### src/rtl/pattern_det_pkg.sv
// pattern_det_pkg: shared types and defaults for the serial pattern detector.
// Holds the controller state enum, default widths and the configuration
// loaded on reset. No ports.
package pattern_det_pkg;

    typedef enum logic [1:0] {IDLE, ARMED, DONE} state_t;

    localparam int MAXW_DEF = 8;
    localparam int CNTW_DEF = 8;

    localparam logic [3:0] RST_PATTERN  = 4'b1010;
    localparam int         RST_LEN      = 4;
    localparam logic       RST_OVERLAP  = 1'b1;
    localparam int         RST_MAX_HITS = 0;

endpackage

### src/rtl/pattern_det_ctrl_if.sv
// pattern_det_ctrl_if: bundles the detector's data, config, command and status signals.
// Ports: none. master drives din/din_vld/cfg_*/start/abort and observes
// busy/hit/hit_cnt/done; slave is the detector side.
interface pattern_det_ctrl_if import pattern_det_pkg::*; #(
    parameter int MAXW = MAXW_DEF,
    parameter int CNTW = CNTW_DEF,
    parameter int LW   = $clog2(MAXW) + 1
);
    logic            din;
    logic            din_vld;
    logic            cfg_we;
    logic [MAXW-1:0] cfg_pattern;
    logic [LW-1:0]   cfg_len;
    logic            cfg_overlap;
    logic [CNTW-1:0] cfg_max_hits;
    logic            start;
    logic            abort;
    logic            busy;
    logic            hit;
    logic [CNTW-1:0] hit_cnt;
    logic            done;

    modport master (
        output din, din_vld, cfg_we, cfg_pattern, cfg_len, cfg_overlap, cfg_max_hits, start, abort,
        input  busy, hit, hit_cnt, done
    );

    modport slave (
        input  din, din_vld, cfg_we, cfg_pattern, cfg_len, cfg_overlap, cfg_max_hits, start, abort,
        output busy, hit, hit_cnt, done
    );

endinterface

### src/rtl/pattern_matcher.sv
// pattern_matcher: shift history, fill count and pattern compare.
// Ports: clk, resetn (sync, active-low); clr empties history and fill;
// en consumes din this cycle; pattern/len/overlap are the active config;
// match is the combinational hit flag for the bit being consumed.
module pattern_matcher import pattern_det_pkg::*; #(
    parameter  int MAXW = MAXW_DEF,
    localparam int LW   = $clog2(MAXW) + 1
) (
    input  logic            clk,
    input  logic            resetn,
    input  logic            clr,
    input  logic            en,
    input  logic            din,
    input  logic [MAXW-1:0] pattern,
    input  logic [LW-1:0]   len,
    input  logic            overlap,
    output logic            match
);
    logic [MAXW-1:0] hist;
    logic [MAXW-1:0] cand;
    logic [MAXW-1:0] mask;
    logic [LW-1:0]   fill;
    logic [LW-1:0]   fill_inc;

    // The compare uses the history as it will look after this bit is shifted in.
    always_comb begin
        cand     = {hist[MAXW-2:0], din};
        mask     = ~({MAXW{1'b1}} << len);
        fill_inc = (fill == LW'(MAXW)) ? fill : fill + LW'(1);
        match    = en && (fill_inc >= len) && (((cand ^ pattern) & mask) == '0);
    end

    // Without overlap, emptying the fill count forces a full fresh pattern
    // before the next match, so no bit is shared between matches.
    always_ff @(posedge clk) begin
        if (!resetn || clr) begin
            hist <= '0;
            fill <= '0;
        end else if (en) begin
            hist <= cand;
            fill <= (match && !overlap) ? '0 : fill_inc;
        end
    end

endmodule

### src/rtl/pattern_det_ctrl.sv
// pattern_det_ctrl: armed serial pattern detector with hit counting and auto-stop.
// Ports: clk, resetn (sync, active-low); bus (slave) carries din/din_vld,
// cfg_we with cfg_pattern/cfg_len/cfg_overlap/cfg_max_hits, start/abort
// commands, and busy/hit/hit_cnt/done status.
module pattern_det_ctrl import pattern_det_pkg::*; #(
    parameter int MAXW = MAXW_DEF,
    parameter int CNTW = CNTW_DEF
) (
    input logic                clk,
    input logic                resetn,
    pattern_det_ctrl_if.slave  bus
);
    localparam int LW = $clog2(MAXW) + 1;

    state_t          state;
    state_t          state_nx;
    logic [MAXW-1:0] pat_q;
    logic [LW-1:0]   len_q;
    logic            ovl_q;
    logic [CNTW-1:0] max_q;
    logic            hit_q;
    logic [CNTW-1:0] cnt_q;
    logic [CNTW-1:0] cnt_inc;
    logic [LW-1:0]   len_clamp;
    logic            idle_like;
    logic            arm;
    logic            take;
    logic            match;

    // abort beats start; a bit arriving together with abort is dropped so it
    // can neither hit nor count.
    always_comb begin
        idle_like = (state != ARMED);
        arm       = idle_like && bus.start && !bus.abort;
        take      = (state == ARMED) && bus.din_vld && !bus.abort;
        cnt_inc   = (&cnt_q) ? cnt_q : cnt_q + CNTW'(1);
        len_clamp = (bus.cfg_len == '0) ? LW'(1) :
                    (bus.cfg_len > LW'(MAXW)) ? LW'(MAXW) : bus.cfg_len;
        state_nx  = bus.abort ? IDLE :
                    arm ? ARMED :
                    (match && (max_q != '0) && (cnt_inc == max_q)) ? DONE : state;
    end

    always_ff @(posedge clk) begin
        if (!resetn)
            state <= IDLE;
        else
            state <= state_nx;
    end

    // Config is frozen while armed; a write alongside start lands on the same
    // edge, so that arming already runs with it.
    always_ff @(posedge clk) begin
        if (!resetn) begin
            pat_q <= MAXW'(RST_PATTERN);
            len_q <= LW'(RST_LEN);
            ovl_q <= RST_OVERLAP;
            max_q <= CNTW'(RST_MAX_HITS);
        end else if (bus.cfg_we && idle_like) begin
            pat_q <= bus.cfg_pattern;
            len_q <= len_clamp;
            ovl_q <= bus.cfg_overlap;
            max_q <= bus.cfg_max_hits;
        end
    end

    always_ff @(posedge clk) begin
        if (!resetn) begin
            hit_q <= 1'b0;
            cnt_q <= '0;
        end else begin
            hit_q <= match;
            cnt_q <= arm ? '0 : match ? cnt_inc : cnt_q;
        end
    end

    pattern_matcher #(.MAXW(MAXW)) u_matcher (
        .clk     (clk),
        .resetn  (resetn),
        .clr     (arm),
        .en      (take),
        .din     (bus.din),
        .pattern (pat_q),
        .len     (len_q),
        .overlap (ovl_q),
        .match   (match)
    );

    assign bus.busy    = (state == ARMED);
    assign bus.done    = (state == DONE);
    assign bus.hit     = hit_q;
    assign bus.hit_cnt = cnt_q;

endmodule

### src/flat_wrapper.sv
// flat-port wrapper written by rule: the top's interface ports become plain ports
module pattern_det_ctrl_flat import pattern_det_pkg::*;
#(
    parameter int MAXW = MAXW_DEF,
    parameter int CNTW = CNTW_DEF
)
  (clk, resetn, bus_din, bus_din_vld, bus_cfg_we, bus_cfg_pattern, bus_cfg_len, bus_cfg_overlap, bus_cfg_max_hits, bus_start, bus_abort, bus_busy, bus_hit, bus_hit_cnt, bus_done);
  pattern_det_ctrl_if #(.MAXW(MAXW), .CNTW(CNTW)) bus_i ();
  input logic clk;
  input logic resetn;
  input wire logic [$bits(bus_i.din)-1:0] bus_din;
  input wire logic [$bits(bus_i.din_vld)-1:0] bus_din_vld;
  input wire logic [$bits(bus_i.cfg_we)-1:0] bus_cfg_we;
  input wire logic [$bits(bus_i.cfg_pattern)-1:0] bus_cfg_pattern;
  input wire logic [$bits(bus_i.cfg_len)-1:0] bus_cfg_len;
  input wire logic [$bits(bus_i.cfg_overlap)-1:0] bus_cfg_overlap;
  input wire logic [$bits(bus_i.cfg_max_hits)-1:0] bus_cfg_max_hits;
  input wire logic [$bits(bus_i.start)-1:0] bus_start;
  input wire logic [$bits(bus_i.abort)-1:0] bus_abort;
  output wire logic [$bits(bus_i.busy)-1:0] bus_busy;
  output wire logic [$bits(bus_i.hit)-1:0] bus_hit;
  output wire logic [$bits(bus_i.hit_cnt)-1:0] bus_hit_cnt;
  output wire logic [$bits(bus_i.done)-1:0] bus_done;
  assign bus_i.din = bus_din;
  assign bus_i.din_vld = bus_din_vld;
  assign bus_i.cfg_we = bus_cfg_we;
  assign bus_i.cfg_pattern = bus_cfg_pattern;
  assign bus_i.cfg_len = bus_cfg_len;
  assign bus_i.cfg_overlap = bus_cfg_overlap;
  assign bus_i.cfg_max_hits = bus_cfg_max_hits;
  assign bus_i.start = bus_start;
  assign bus_i.abort = bus_abort;
  assign bus_busy = bus_i.busy;
  assign bus_hit = bus_i.hit;
  assign bus_hit_cnt = bus_i.hit_cnt;
  assign bus_done = bus_i.done;
  pattern_det_ctrl #(.MAXW(MAXW), .CNTW(CNTW)) u_core (.clk(clk), .resetn(resetn), .bus(bus_i));
endmodule
### config.mk
export PLATFORM = sky130hd
export DESIGN_NAME = pattern_det_ctrl_flat
export DESIGN_NICKNAME = d
export VERILOG_FILES = /design/src/rtl/pattern_det_pkg.sv /design/src/rtl/pattern_det_ctrl_if.sv /design/src/rtl/pattern_matcher.sv /design/src/rtl/pattern_det_ctrl.sv /design/src/flat_wrapper.sv
export SDC_FILE = /design/constraint.sdc
export NUM_CORES = 1
export LEC_CHECK = 0
export BUFFER_PORTS_ARGS = -buffer_cell sky130_fd_sc_hd__buf_4
export CAP_MARGIN = 20
export CELL_PAD_IN_SITES_DETAIL_PLACEMENT = 1
export CELL_PAD_IN_SITES_GLOBAL_PLACEMENT = 2
export CORE_ASPECT_RATIO = 0.8
export CORE_MARGIN = 5
export CORE_UTILIZATION = 29
export DETAILED_ROUTE_END_ITERATION = 12
export PLACE_DENSITY_LB_ADDON = 0.12
export SYNTH_ARGS = -nofsm -noshare
export SYNTH_HDL_FRONTEND = slang
export SYNTH_SLANG_ARGS = --single-unit
export TNS_END_PERCENT = 50
### constraint.sdc
create_clock -name clk -period 2.17 [get_ports clk]
set_input_delay 0.434 -clock clk [delete_from_list [all_inputs] [get_ports clk]]
set_output_delay 0.434 -clock clk [all_outputs]
set_load 0.005 [all_outputs]
Word level (Yosys, flattened, before mapping)
Cells that the tools add are included.

word-level totals
  flip-flop bits (word level) = 43
  output and inout bits = 11

operators by class
  add/sub/neg operators = 2
  multiplexer cells = 7
  shift-type cells = 1
  eq/ne operators = 5
  reductions and logical operators = 22
  order comparisons = 2
  bitwise operators = 4

operators with widths
  cell                                             number
  two-way mux 4 bit                                4
  logical AND 1 bit                                10
  adder 8 x 1 -> 8 bit, second input constant      1
  AND 8 bit                                        1
  == test 8 bit                                    1
  logical NOT 8 bit                                1
  two-way mux 8 bit                                1
  NOT 8 bit                                        1
  AND reduction 8 bit                              1
  nonzero test 8 bit                               1
  left shift 8 x 4 -> 8 bit, first input constant  1
  bitwise XOR 8 bit                                1
  adder 4 x 1 -> 4 bit, second input constant      1
  == test 4 bit, second input constant             1
  greater-or-equal comparator 4 bit                1
  > comparator 4 bit, second input constant        1
  logical NOT 4 bit                                1
  OR reduction 2 bit                               2
  logical NOT 1 bit                                3
  OR reduction 3 bit                               1
  == test 2 x 1 -> 1 bit, second input constant    1
  == test 2 bit, second input constant             1
  two-way mux 1 bit                                2
  != test 2 x 1 -> 1 bit, second input constant    1
  other kinds (3)                                  3

Longest topological paths before layout
Gate-level depths: netlist of the first run.

  depth after elaboration = 9
  mapped depth = 13
  gate-level depth less buffers = 12

Modules after synthesis
From an unflattened synthesis of the first run, not the netlist that was laid out.

unflattened totals
  cells, all modules = 299
  area, all modules = 2,457.4 um2

modules (own cells, without submodules)
  module            seq. area each (um2)  cells an instance  area an instance (um2)  times used
  pattern_det_ctrl  640.6                 215                1,694.1                 1
  pattern_matcher   220.2                 84                 763.2                   1

Worst setup path after synthesis of the first run
No wires, ideal clock.

  path type = reg2reg
  from = reg u_core.u_matcher.fill[0]
  to = reg u_core.cnt_q[4] (netlist: u_core.bus.hit_cnt[4])
  stages on the path, launching flop included = 14
  path slack = -0.118 ns
  period minus slack after synthesis = 2.288 ns
  data arrival time = 2.202 ns
  cell sequence = dfxtp_1 -> inv_1 -> ha_1 -> nand2_1 -> nor2_1 -> xnor2_1 -> ha_1 -> nand2b_1 -> a211oi_1 -> o21bai_1 -> nand3_1 -> clkbuf_1 -> nor3_1 -> a211oi_1

on the way
  longest elaborated chain between the ends = 5
  elaborated cells on any way between the ends = 6

ends and longest elaborated chain
  what                                                          RTL line                text
  start: declaration                                            pattern_matcher.sv:22   logic [LW-1:0] fill;
  start signal: assignment                                      pattern_matcher.sv:41   fill <= (match && !overlap) ? '0 : fill_inc;
  adder 4 x 1 -> 4 bit / == test 4 bit (equally long branches)  pattern_matcher.sv:29   fill_inc = (fill == LW'(MAXW)) ? fill : fill + LW'(1);
  two-way mux 4 bit (*)                                         pattern_matcher.sv:29
  greater-or-equal comparator 4 bit (*)                         pattern_matcher.sv:30   match = en && (fill_inc >= len) && (((cand ^ pattern) & mask) == '0);
  logical AND 1 bit (*) (2 in series)                           pattern_matcher.sv:30
  end signal: assignment                                        pattern_det_ctrl.sv:73  cnt_q <= arm ? '0 : match ? cnt_inc : cnt_q;
  end: declaration                                              pattern_det_ctrl.sv:22  logic [CNTW-1:0] cnt_q;

Mark *: on every way between the ends. The rest lies on a longest branch, timed or not.
A chain may end at the register's enable or synchronous reset.

Worst setup path after layout of the first run
  from = reg u_core.u_matcher.fill[1]
  to = reg u_core.state[1]

on the way
  longest elaborated chain between the ends = 7
  elaborated cells on any way between the ends = 8

ends and longest elaborated chain
  what                                                          RTL line                text
  adder 4 x 1 -> 4 bit / == test 4 bit (equally long branches)  pattern_matcher.sv:29
  two-way mux 4 bit (*)                                         pattern_matcher.sv:29
  greater-or-equal comparator 4 bit (*)                         pattern_matcher.sv:30
  logical AND 1 bit (*) (2 in series)                           pattern_matcher.sv:30
  logical AND 1 bit (*) (2 in series)                           pattern_det_ctrl.sv:41  (match && (max_q != '0) && (cnt_inc == max_q)) ? DONE : state;
  end signal: assignment                                        pattern_det_ctrl.sv:48  state <= state_nx;
  end: declaration                                              pattern_det_ctrl.sv:15  state_t state;

Marked as above.

==> key figures, run 1 <==
Outcome
  • Status: finished, violations left
  • Failing checks: setup timing

Global route
  • Pin count of the biggest net entering global routing: 25
  • Initial antenna violation count: 0
  • Total GRT Usage: 0.147
  • Vias in the first global route: 2261
  • Remaining Overflow, GRT: 0
  • First-pass GRT wire length: 11600 µm

Pwr
  • Internal: 1.14 mW
  • Combinational share of power: 0.128
  • Switching power: 0.412 mW
  • Clk network pwr share: 0.329
  • Power density over the cells: 502 nW/µm²
  • PnR Total Power: 1.55 mW
  • Seq pwr share: 0.543
  • Sw Share: 0.266
  • VDD IR max: 0.277 mV
  • Static Leak: 1.15 nW

Floorplan
  • Initial core utilization: 0.295
  • Die Area: 9860 µm²
  • Core area: 7840 µm²
  • Die Y-Extent: 89.8 µm
  • Row cnt: 29
  • I/O Pins: 39
  • Die X: 110 µm

Clock network
  • TritonCTS clock tree: done
  • CTS Buffer Depth: 2
  • Worst-path clk slew: 0.09 ns
  • TritonCTS Buffers: 5
  • Clk sinks: 43
  • # H-tree levels: 2
  • Skew-Pair Late Insertion Delay: 0.29 ns
  • CTS Hold Bufs: 0
  • CTS Root Cell: clkbuf_8

Worst hold path
  • WHS Endpoint: u_core.pat_q[3]$_SDFFE_PN1P_
  • Worst Hold Class: input pin to flip-flop
  • WHS Path Cells: 3
  • HP Start: bus_cfg_pattern[3]

Cells and area
  • Fill count: 976
  • Storage element area: 866 µm²
  • Cell Count, Final, Fillers Out: 458
  • Final Util: 0.394
  • Multi-input logic area: 1480 µm²
  • Post-route design area: 3090 µm²
  • Diodes inserted: 0
  • # nets final: 384
  • Synth-to-Final Area Change: 33.7%
  • Share of post-route cells with drive strength above 1: 0.286
  • Most frequent cells in the layout: nand2_1, buf_4, dfxtp_1, a21oi_1, a21boi_0

Critical path
  • WP data required: 2.38 ns
  • Worst setup SP type: flip-flop
  • Worst reg-to-reg path cell count: 12
  • Arr. time, crit path: 2.45 ns
  • Top fanout value on the critical path: 7
  • Worst r2r src: u_core.u_matcher.fill[1]$_SDFFE_PP0P_
  • Crit end category: flip-flop
  • Worst setup path startpoint: u_core.u_matcher.fill[1]$_SDFFE_PP0P_
  • Setup CP Type: flip-flop to flip-flop
  • Internal reg-to-reg setup slack: -0.07 ns
  • FF-to-FF End: u_core.state[1]$_SDFFE_PP0P_

Placement
  • Placed cell areas: 2870 µm²
  • PortBufs: 38
  • Dpl hpwl: 5410 µm
  • Placed Instances: 449
  • RePlAce Congestion: 0.825

Route
  • Final WL: 6890 µm
  • Final ANT Viol Nets: 0
  • DR iter-0 viols: 58
  • Wire length per cell: 15.0 µm
  • DRC viols: 0
  • Vias per inst: 4.78
  • Via count: 2187
  • DR pass1 iterations: 4

Timing
  • Slew Limit Headroom: 0.695
  • Setup Skew: 0.0113 ns
  • Final Hold Vio Count: 0
  • Setup TNS after final layout: -0.189 ns
  • Final setup margin: -0.0686 ns
  • Maximum clock rate: 447 MHz
  • Min cycle time layout: 2.24 ns
  • Max-slew violation count: 0
  • Worst-Margin Slew: 0.456 ns
  • Final worst path period share: 1.03
  • # setup viols final: 6
  • RSZ-0062 raised after global routing: yes

Synth
  • Cells after Synth: 290
  • Yosys reg bits: 43
  • Synth warnings: 0
  • Post-synth top area share: 0.373
  • Sequential share of the synthesized area: 0.373
  • Largest cells by area after synthesis: dfxtp_1, nand2_1, a21boi_0, a21oi_1, xnor2_1
  • Synthesized area: 2310 µm²
  • Post-synth EDFFs: 0
  • Syn Area/Cell: 7.96 µm²
  • Netlist cell types: 44
  • Most used DFF post-synth: dfxtp_1
  • Async SR Flop Fraction: 0
  • Area leader, netlist: dfxtp_1
  • Post-synth net total: 325

Job
  • Max-cap viol count: 0
-- cell type report --
| cell class | instances | area share |
|---|---|---|
| clock buffers | 6 | 0.0235 |
| clock inverters | 2 | 0.00405 |
| inverters | 8 | 0.0105 |
| multi-input cells | 226 | 0.479 |
| flip-flops and latches | 43 | 0.280 |
| well taps | 108 | 0.0438 |
| repair buffers | 65 | 0.159 |
-- logic make-up after synthesis --
| logic type | share of synthesized area |
|---|---|
| flops | 0.373 |
| simple gates | 0.265 |
| buf+inv | 0.0358 |
| xor+xnor | 0.0645 |
| compound gates | 0.206 |
| mux | 0.0179 |
| fa+ha+maj | 0.0379 |
-- power by group through the flow --
stage          sequential [mW]  combinational [mW]  clock, mW
6_report                 0.842               0.198      0.511
5_1_grt                  0.846               0.225      0.562
4_1_cts                  0.843               0.197      0.531
3_5_place_dp             0.861               0.192          0
3_3_place_gp             0.861               0.190          0
2_1_floorplan            0.850               0.108          0
-- worst max-delay path by stage --
stage	endpoint	slack, ns	cells after the start
after global routing	u_core.state[1]$_SDFFE_PP0P_	-0.17	12
after detailed placement	u_core.bus.hit_cnt[4]$_SDFFE_PP0P_	-0.30	13
after floorplan	u_core.bus.hit_cnt[3]$_SDFFE_PP0P_	0.005	13
after global placement	u_core.bus.hit_cnt[4]$_SDFFE_PP0P_	-0.18	13
final	u_core.state[1]$_SDFFE_PP0P_	-0.07	12
after CTS	u_core.state[1]$_SDFFE_PP0P_	-0.17	12
-- flip-flops by register name (all words and copies together), names as in the netlist --
register,count
u_core.bus.hit_cnt,8
u_core.max_q,8
u_core.pat_q,8
u_core.u_matcher.hist,7
u_core.len_q,4
u_core.u_matcher.fill,4
u_core.state,2
u_core.bus.hit,1
u_core.ovl_q,1
-- per-layer routing --
metal  part of all wire  vias up  global-route usage
met1               0.57     1019               0.230
li1                   -     1135                   -
met4             0.0049        0              0.0187
met3              0.027        2              0.0301
met5                  0        -                   0
met2               0.39       31               0.210
-- per-stage QoR --
step / hold slack [ns] / worst slack (ns)
2_1_floorplan: 0.448 / 0.00464
3_3_place_gp: 0.469 / -0.176
3_5_place_dp: 0.477 / -0.301
4_1_cts: 0.341 / -0.166
5_1_grt: 0.360 / -0.172
6_report: 0.346 / -0.0686
-- critical path, stage by stage, from the launching register on --
cell      delay, ns
dfxtp_4        0.38
inv_4          0.04
ha_4           0.15
nand2_4        0.07
nor2_4         0.04
xnor2_2        0.14
ha_1           0.28
nand2b_4       0.12
a211oi_4       0.06
o21bai_2       0.22
nand3_4        0.13
or4_4          0.43
o32ai_2        0.09
-- Yosys cell counts, types with 7 or more instances --
master	number
nand2_1	65
dfxtp_1	43
a21oi_1	24
a21boi_0	17
o21ai_0	14
nor2_1	13
xnor2_1	13
clkbuf_1	10
nand3_1	10
inv_1	8
ha_1	7
-- timing repair --
| item | CTS | global route |
|---|---|---|
| pin swaps | 7 | 10 |
| endpoints found under the setup margin | 14 | 14 |
| setup buffers | 0 | 1 |
| resized for setup | 16 | 18 |
(Power assumes the default switching activity.)
==> run 2, diff against run 1 <==
- ABC_AREA: default -> 1
- CORE_UTILIZATION: 29 -> 27
==> key figures, run 2 <==
Outcome
  • Status: completed

Cells and area
  • Synth-to-Final Area Change: 30.1%
  • Most frequent cells in the layout: nand2_1, buf_4, dfxtp_1, inv_1
  • Post-route design area: 3040 µm²
  • Diodes inserted: 0
  • Share of post-route cells with drive strength above 1: 0.214
  • # nets final: 436
  • Commonest non-fill, non-tap cell in the layout: nand2_1
  • Final Util: 0.360

Synth
  • Post-synth net total: 389
  • Post-synth EDFFs: 0
  • Most used DFF post-synth: dfxtp_1
  • Netlist cell types: 22
  • Largest cells by area after synthesis: dfxtp_1, nand2_1, o21ai_0, a21oi_1, nand3_1
  • Synth top cells by count: nand2_1, dfxtp_1, inv_1
  • Area leader, netlist: dfxtp_1
  • Yosys reg bits: 43
  • Syn Area/Cell: 6.60 µm²
  • Async SR Flop Fraction: 0
  • Sequential share of the synthesized area: 0.369
  • Post-synth top area share: 0.369
  • Cells after Synth: 354
  • Synthesized area: 2340 µm²
  • Most common cell in the netlist: nand2_1
  • Synth warnings: 0

Clock network
  • Skew-Pair Late Insertion Delay: 0.30 ns
  • Clk sinks: 43
  • CTS Hold Bufs: 0
  • TritonCTS clock tree: done
  • Worst-path clk slew: 0.09 ns
  • # H-tree levels: 2
  • TritonCTS Buffers: 5
  • CTS Root Cell: clkbuf_8
  • CTS Buffer Depth: 2

Critical path
  • Worst setup SP type: flip-flop
  • Setup CP Type: flip-flop to flip-flop
  • Top fanout value on the critical path: 4
  • Arr. time, crit path: 2.27 ns
  • Crit end category: flip-flop
  • WP data required: 2.37 ns

Route
  • DR pass1 iterations: 5
  • Final ANT Viol Nets: 0
  • DR iter-0 viols: 76
  • Final WL: 7310 µm
  • Wire length per cell: 14.2 µm
  • DRC viols: 0
  • Via count: 2328
  • Vias per inst: 4.53

Floorplan
  • Die X: 114 µm
  • Die Area: 10600 µm²
  • Die Y-Extent: 93.2 µm
  • Core area: 8450 µm²
  • I/O Pins: 39
  • Initial core utilization: 0.277
  • Row cnt: 30

Pwr
  • VDD IR max: 0.213 mV
  • Power density over the cells: 561 nW/µm²
  • Combinational share of power: 0.131
  • Seq pwr share: 0.494
  • Static Leak: 1.36 nW
  • Sw Share: 0.263
  • PnR Total Power: 1.70 mW
  • Switching power: 0.448 mW
  • Internal: 1.26 mW
  • Clk network pwr share: 0.375

Placement
  • PortBufs: 38
  • RePlAce Congestion: 0.780
  • Place WS: -0.0762 ns
  • Dpl hpwl: 5840 µm
  • Placed cell areas: 2810 µm²

Global route
  • Remaining Overflow, GRT: 0
  • Pin count of the biggest net entering global routing: 19
  • Vias in the first global route: 2310
  • Total GRT Usage: 0.141
  • Initial antenna violation count: 0
  • First-pass GRT wire length: 11900 µm

Timing
  • Final worst path period share: 0.958
  • Setup Skew: 0.00828 ns
  • Final Hold Vio Count: 0
  • Min cycle time layout: 2.08 ns
  • RSZ-0062 raised after global routing: yes
  • Maximum clock rate: 481 MHz
  • Worst-Margin Slew: 0.356 ns
  • Setup TNS after final layout: 0 ns
  • Slew Limit Headroom: 0.762
  • Max-slew violation count: 0
  • # setup viols final: 0
  • Final setup margin: 0.0907 ns

Worst hold path
  • Worst Hold Class: input pin to flip-flop

Job
  • Max-cap viol count: 0
[run 2: cell types whose count changed in the layout (fill, tap and decap cells not counted), moves of 11 or more]
cell,delta
a21boi_0,-17
a21oi_1,+15
buf_4,-16
inv_1,+30
nand2_1,+24
nand3_1,+21
nor2_1,+23
o21ai_0,+23
xnor2_1,-11
[run 2: repair_timing]
| item | in CTS | in global routing |
|---|---|---|
| pin swaps | 0 | 8 |
| endpoints found under the setup margin | 5 | 14 |
| buffers inserted | 0 | 1 |
| gates resized for setup | 4 | 26 |
[run 2: area by class of cell]
type	instances	area (µm²)
Fill cell	1096	5410
Sequential cell	43	868
Timing Repair Buffer	49	380
Multi-Input combinational cell	260	1380
Clock inverter	3	43.8
Inverter	42	158
Tap cell	112	140
Clock buffer	5	68.8
[run 2: worst paths after layout]
path,depth (start not counted),slack (ns),startpoint,to
worst min register to register,2,0.49,u_core.u_matcher.hist[6]$_SDFFE_PP0P_,u_core.u_matcher.hist[6]$_SDFFE_PP0P_
worst min-delay path,3,0.33,bus_cfg_pattern[3],u_core.pat_q[3]$_SDFFE_PN1P_
worst max-delay path,18,0.09,u_core.u_matcher.fill[0]$_SDFFE_PP0P_,u_core.state[0]$_SDFFE_PP0P_
worst max register to register,18,0.09,u_core.u_matcher.fill[0]$_SDFFE_PP0P_,u_core.state[0]$_SDFFE_PP0P_
[run 2: logic make-up after synthesis]
| logic type | after synthesis | synth area share |
|---|---|---|
| AND/OR/NAND/NOR | 171 | 0.316 |
| AO/OA/AOI/OAI | 73 | 0.159 |
| buffers and inverters | 51 | 0.0857 |
| flip-flops | 43 | 0.369 |
| XOR/XNOR | 9 | 0.0337 |
| adder cells (fa/ha/maj) | 7 | 0.0375 |
[run 2: metal layers]
metal  GRT usage  routed length, µm  vias to the layer above
met3      0.0285                337                        5
li1            -                  -                     1234
met1       0.227               4180                     1042
met5           0                  0                        -
met4      0.0297                 49                        0
met2       0.188               2740                       47
[run 2: power groups by stage]
stage / logic [mW] / registers (mW) / clock network, mW
final: 0.224 / 0.841 / 0.639
after global routing: 0.255 / 0.847 / 0.704
after CTS: 0.218 / 0.842 / 0.672
after detailed placement: 0.217 / 0.860 / 0
after global placement: 0.216 / 0.859 / 0
after floorplan: 0.128 / 0.852 / 0
[run 2: critical path, stage by stage (launching register included)]
cell and delay (ns):
dfxtp_4 0.37, inv_2 0.07, ha_4 0.13, nand2_4 0.05
nor2_4 0.17, xor2_2 0.12, ha_4 0.17, inv_2 0.03
nand2_1 0.04, nand2_1 0.06, nand2_1 0.06, nand3_2 0.08
nand2_1 0.05, inv_1 0.07, nand3_2 0.09, nor2_1 0.11
nand3_1 0.09, a21oi_1 0.15, nor2_1 0.05
[run 2: through the flow]
| stage | std cells | hold slack, ns |
|---|---|---|
| detailed placement | 505 | 0.483 |
| global placement | 505 | 0.474 |
| floorplan | 354 | 0.451 |
| CTS | 513 | 0.321 |
| global route | 514 | 0.334 |
| finish | 514 | 0.332 |
==> run 3, diff against run 2 <==
- CORE_UTILIZATION: 27 -> 30
- clock period: 2.17 -> 2.2 ns (I/O delays scaled with it)
==> key figures, run 3 (synthesized netlist as in run 2, its figures left out) <==
Cells and area
  • Synth-to-Final Area Change: 27.5%
  • # nets final: 432
  • Share of post-route cells with drive strength above 1: 0.221
  • Diodes inserted: 0
  • Multi-input logic area: 1380 µm²
  • Storage element area: 870 µm²
  • Commonest non-fill, non-tap cell in the layout: nand2_1
  • Most frequent cells in the layout: nand2_1, buf_4, dfxtp_1, inv_1, nor2_1
  • Fill count: 988
  • Cell Count, Final, Fillers Out: 503

Worst hold path
  • WHS Path Cells: 3
  • Worst Hold Class: input pin to flip-flop

Route
  • DR iter-0 viols: 87
  • Wire length per cell: 14.0 µm
  • DR pass1 iterations: 4
  • Vias per inst: 4.66
  • Final ANT Viol Nets: 0
  • Via count: 2344
  • Final WL: 7060 µm
  • DRC viols: 0

Job
  • Max-cap viol count: 0

Placement
  • PortBufs: 38
  • Placed Instances: 495
  • Dpl hpwl: 5510 µm
  • RePlAce Congestion: 0.822
  • Place WS: 0.0258 ns

Timing
  • # setup viols final: 0
  • Slew Limit Headroom: 0.724
  • RSZ-0062 raised after global routing: yes
  • Setup TNS after final layout: 0 ns
  • WHS: 0.323 ns
  • Maximum clock rate: 468 MHz
  • Final setup margin: 0.0649 ns
  • Max-slew violation count: 0
  • Worst-Margin Slew: 0.413 ns
  • Final worst path period share: 0.970
  • Min cycle time layout: 2.14 ns
  • Final Hold Vio Count: 0
  • Setup Skew: 0.0151 ns

Global route
  • Initial antenna violation count: 0
  • Vias in the first global route: 2261
  • Total GRT Usage: 0.152
  • Pin count of the biggest net entering global routing: 20
  • First-pass GRT wire length: 11400 µm
  • Remaining Overflow, GRT: 0

Clock network
  • TritonCTS clock tree: done
  • Worst-path clk slew: 0.10 ns
  • Clk sinks: 43
  • CTS Buffer Depth: 2
  • TritonCTS Buffers: 5
  • CTS Root Cell: clkbuf_8
  • Skew-Pair Late Insertion Delay: 0.31 ns
  • # H-tree levels: 2

Critical path
  • CP peak stage delay: 0.41 ns
  • WP data required: 2.40 ns
  • Arr. time, crit path: 2.34 ns
  • Setup CP Type: flip-flop to flip-flop
  • Worst path depth: 15
  • Worst setup SP type: flip-flop
  • Crit path cell chain: inv_4 > ha_4 > nand2_2 > nor2_4 > xor2_2 > ha_2 > nand3_2 > nand3_2 > nand2_2 > inv_2 > nand3_2 > nor2_1 > nand3_1 > a21oi_2 > nor2_1
  • Critical path buffer and inverter count: 2
  • Worst path top cell family by delay: simple AND/OR/NAND/NOR gates
  • Worst reg-to-reg path cell count: 15
  • Most frequent CP cell: nand3_2
  • Crit end category: flip-flop
  • Top fanout value on the critical path: 5
  • Slowest-stage cell, CP: dfxtp_4

Floorplan
  • Core area: 7500 µm²
  • Die X: 109 µm
  • Die Y-Extent: 88.9 µm
  • Initial core utilization: 0.312
  • Row cnt: 28
  • Die Area: 9660 µm²
  • I/O Pins: 39

Outcome
  • Status: completed

Pwr
  • VDD IR max: 0.226 mV
  • PnR Total Power: 1.59 mW
  • Power density over the cells: 535 nW/µm²
  • Static Leak: 1.31 nW
[run 3: layout make-up]
| cell class | instances | share of cell area |
|---|---|---|
| multi-input cells | 260 | 0.464 |
| repair buffers | 45 | 0.115 |
| inverters | 42 | 0.0546 |
| flip-flops and latches | 43 | 0.292 |
| clock buffers | 5 | 0.0231 |
| clock inverters | 3 | 0.00798 |
| well taps | 105 | 0.0441 |
[run 3: path summary, 6_finish.rpt]
| path | start | endpoint | slack, ns |
|---|---|---|---|
| worst max-delay path | u_core.u_matcher.fill[0]$_SDFFE_PP0P_ | u_core.state[0]$_SDFFE_PP0P_ | 0.06 |
| worst min-delay path | bus_cfg_pattern[3] | u_core.pat_q[3]$_SDFFE_PN1P_ | 0.32 |
| worst max register to register | u_core.u_matcher.fill[0]$_SDFFE_PP0P_ | u_core.state[0]$_SDFFE_PP0P_ | 0.06 |
| worst min register to register | u_core.state[1]$_SDFFE_PP0P_ | u_core.state[1]$_SDFFE_PP0P_ | 0.50 |
[run 3: metrics by stage]
step | area, µm² | util
after global routing | 2980 | 0.397
after detailed placement | 2760 | 0.368
after global placement | 2760 | 0.368
final | 2980 | 0.397
after floorplan | 2340 | -
after CTS | 2860 | 0.381
[run 3: power by group]
group          internal [mW]  leakage, nW  switching (mW)  total, mW
Clock                  0.228       0.0408           0.315      0.543
Sequential             0.806        0.354          0.0219      0.828
Combinational         0.0916        0.916           0.130      0.222
Total                   1.13         1.31           0.467       1.59
[run 3: routing by layer]
metal | up-vias | wire, µm | GRT usage
met5 | - | 0 | 0
li1 | 1234 | - | -
met2 | 46 | 2650 | 0.202
met1 | 1059 | 4050 | 0.244
met3 | 5 | 312 | 0.0318
met4 | 0 | 43 | 0.0321
[run 3: tightest hold or removal path, cell delays in order]
cell,delay [ns]
buf_4,0.08
nand2_1,0.04
nand3_1,0.05
[run 3: repair_timing]
| action | 4_1_cts | 5_1_grt |
|---|---|---|
| hold buffers | 0 | 0 |
| setup buffers | 0 | 0 |
| gates resized for setup | 0 | 38 |
| endpoints found under the setup margin | 0 | 14 |
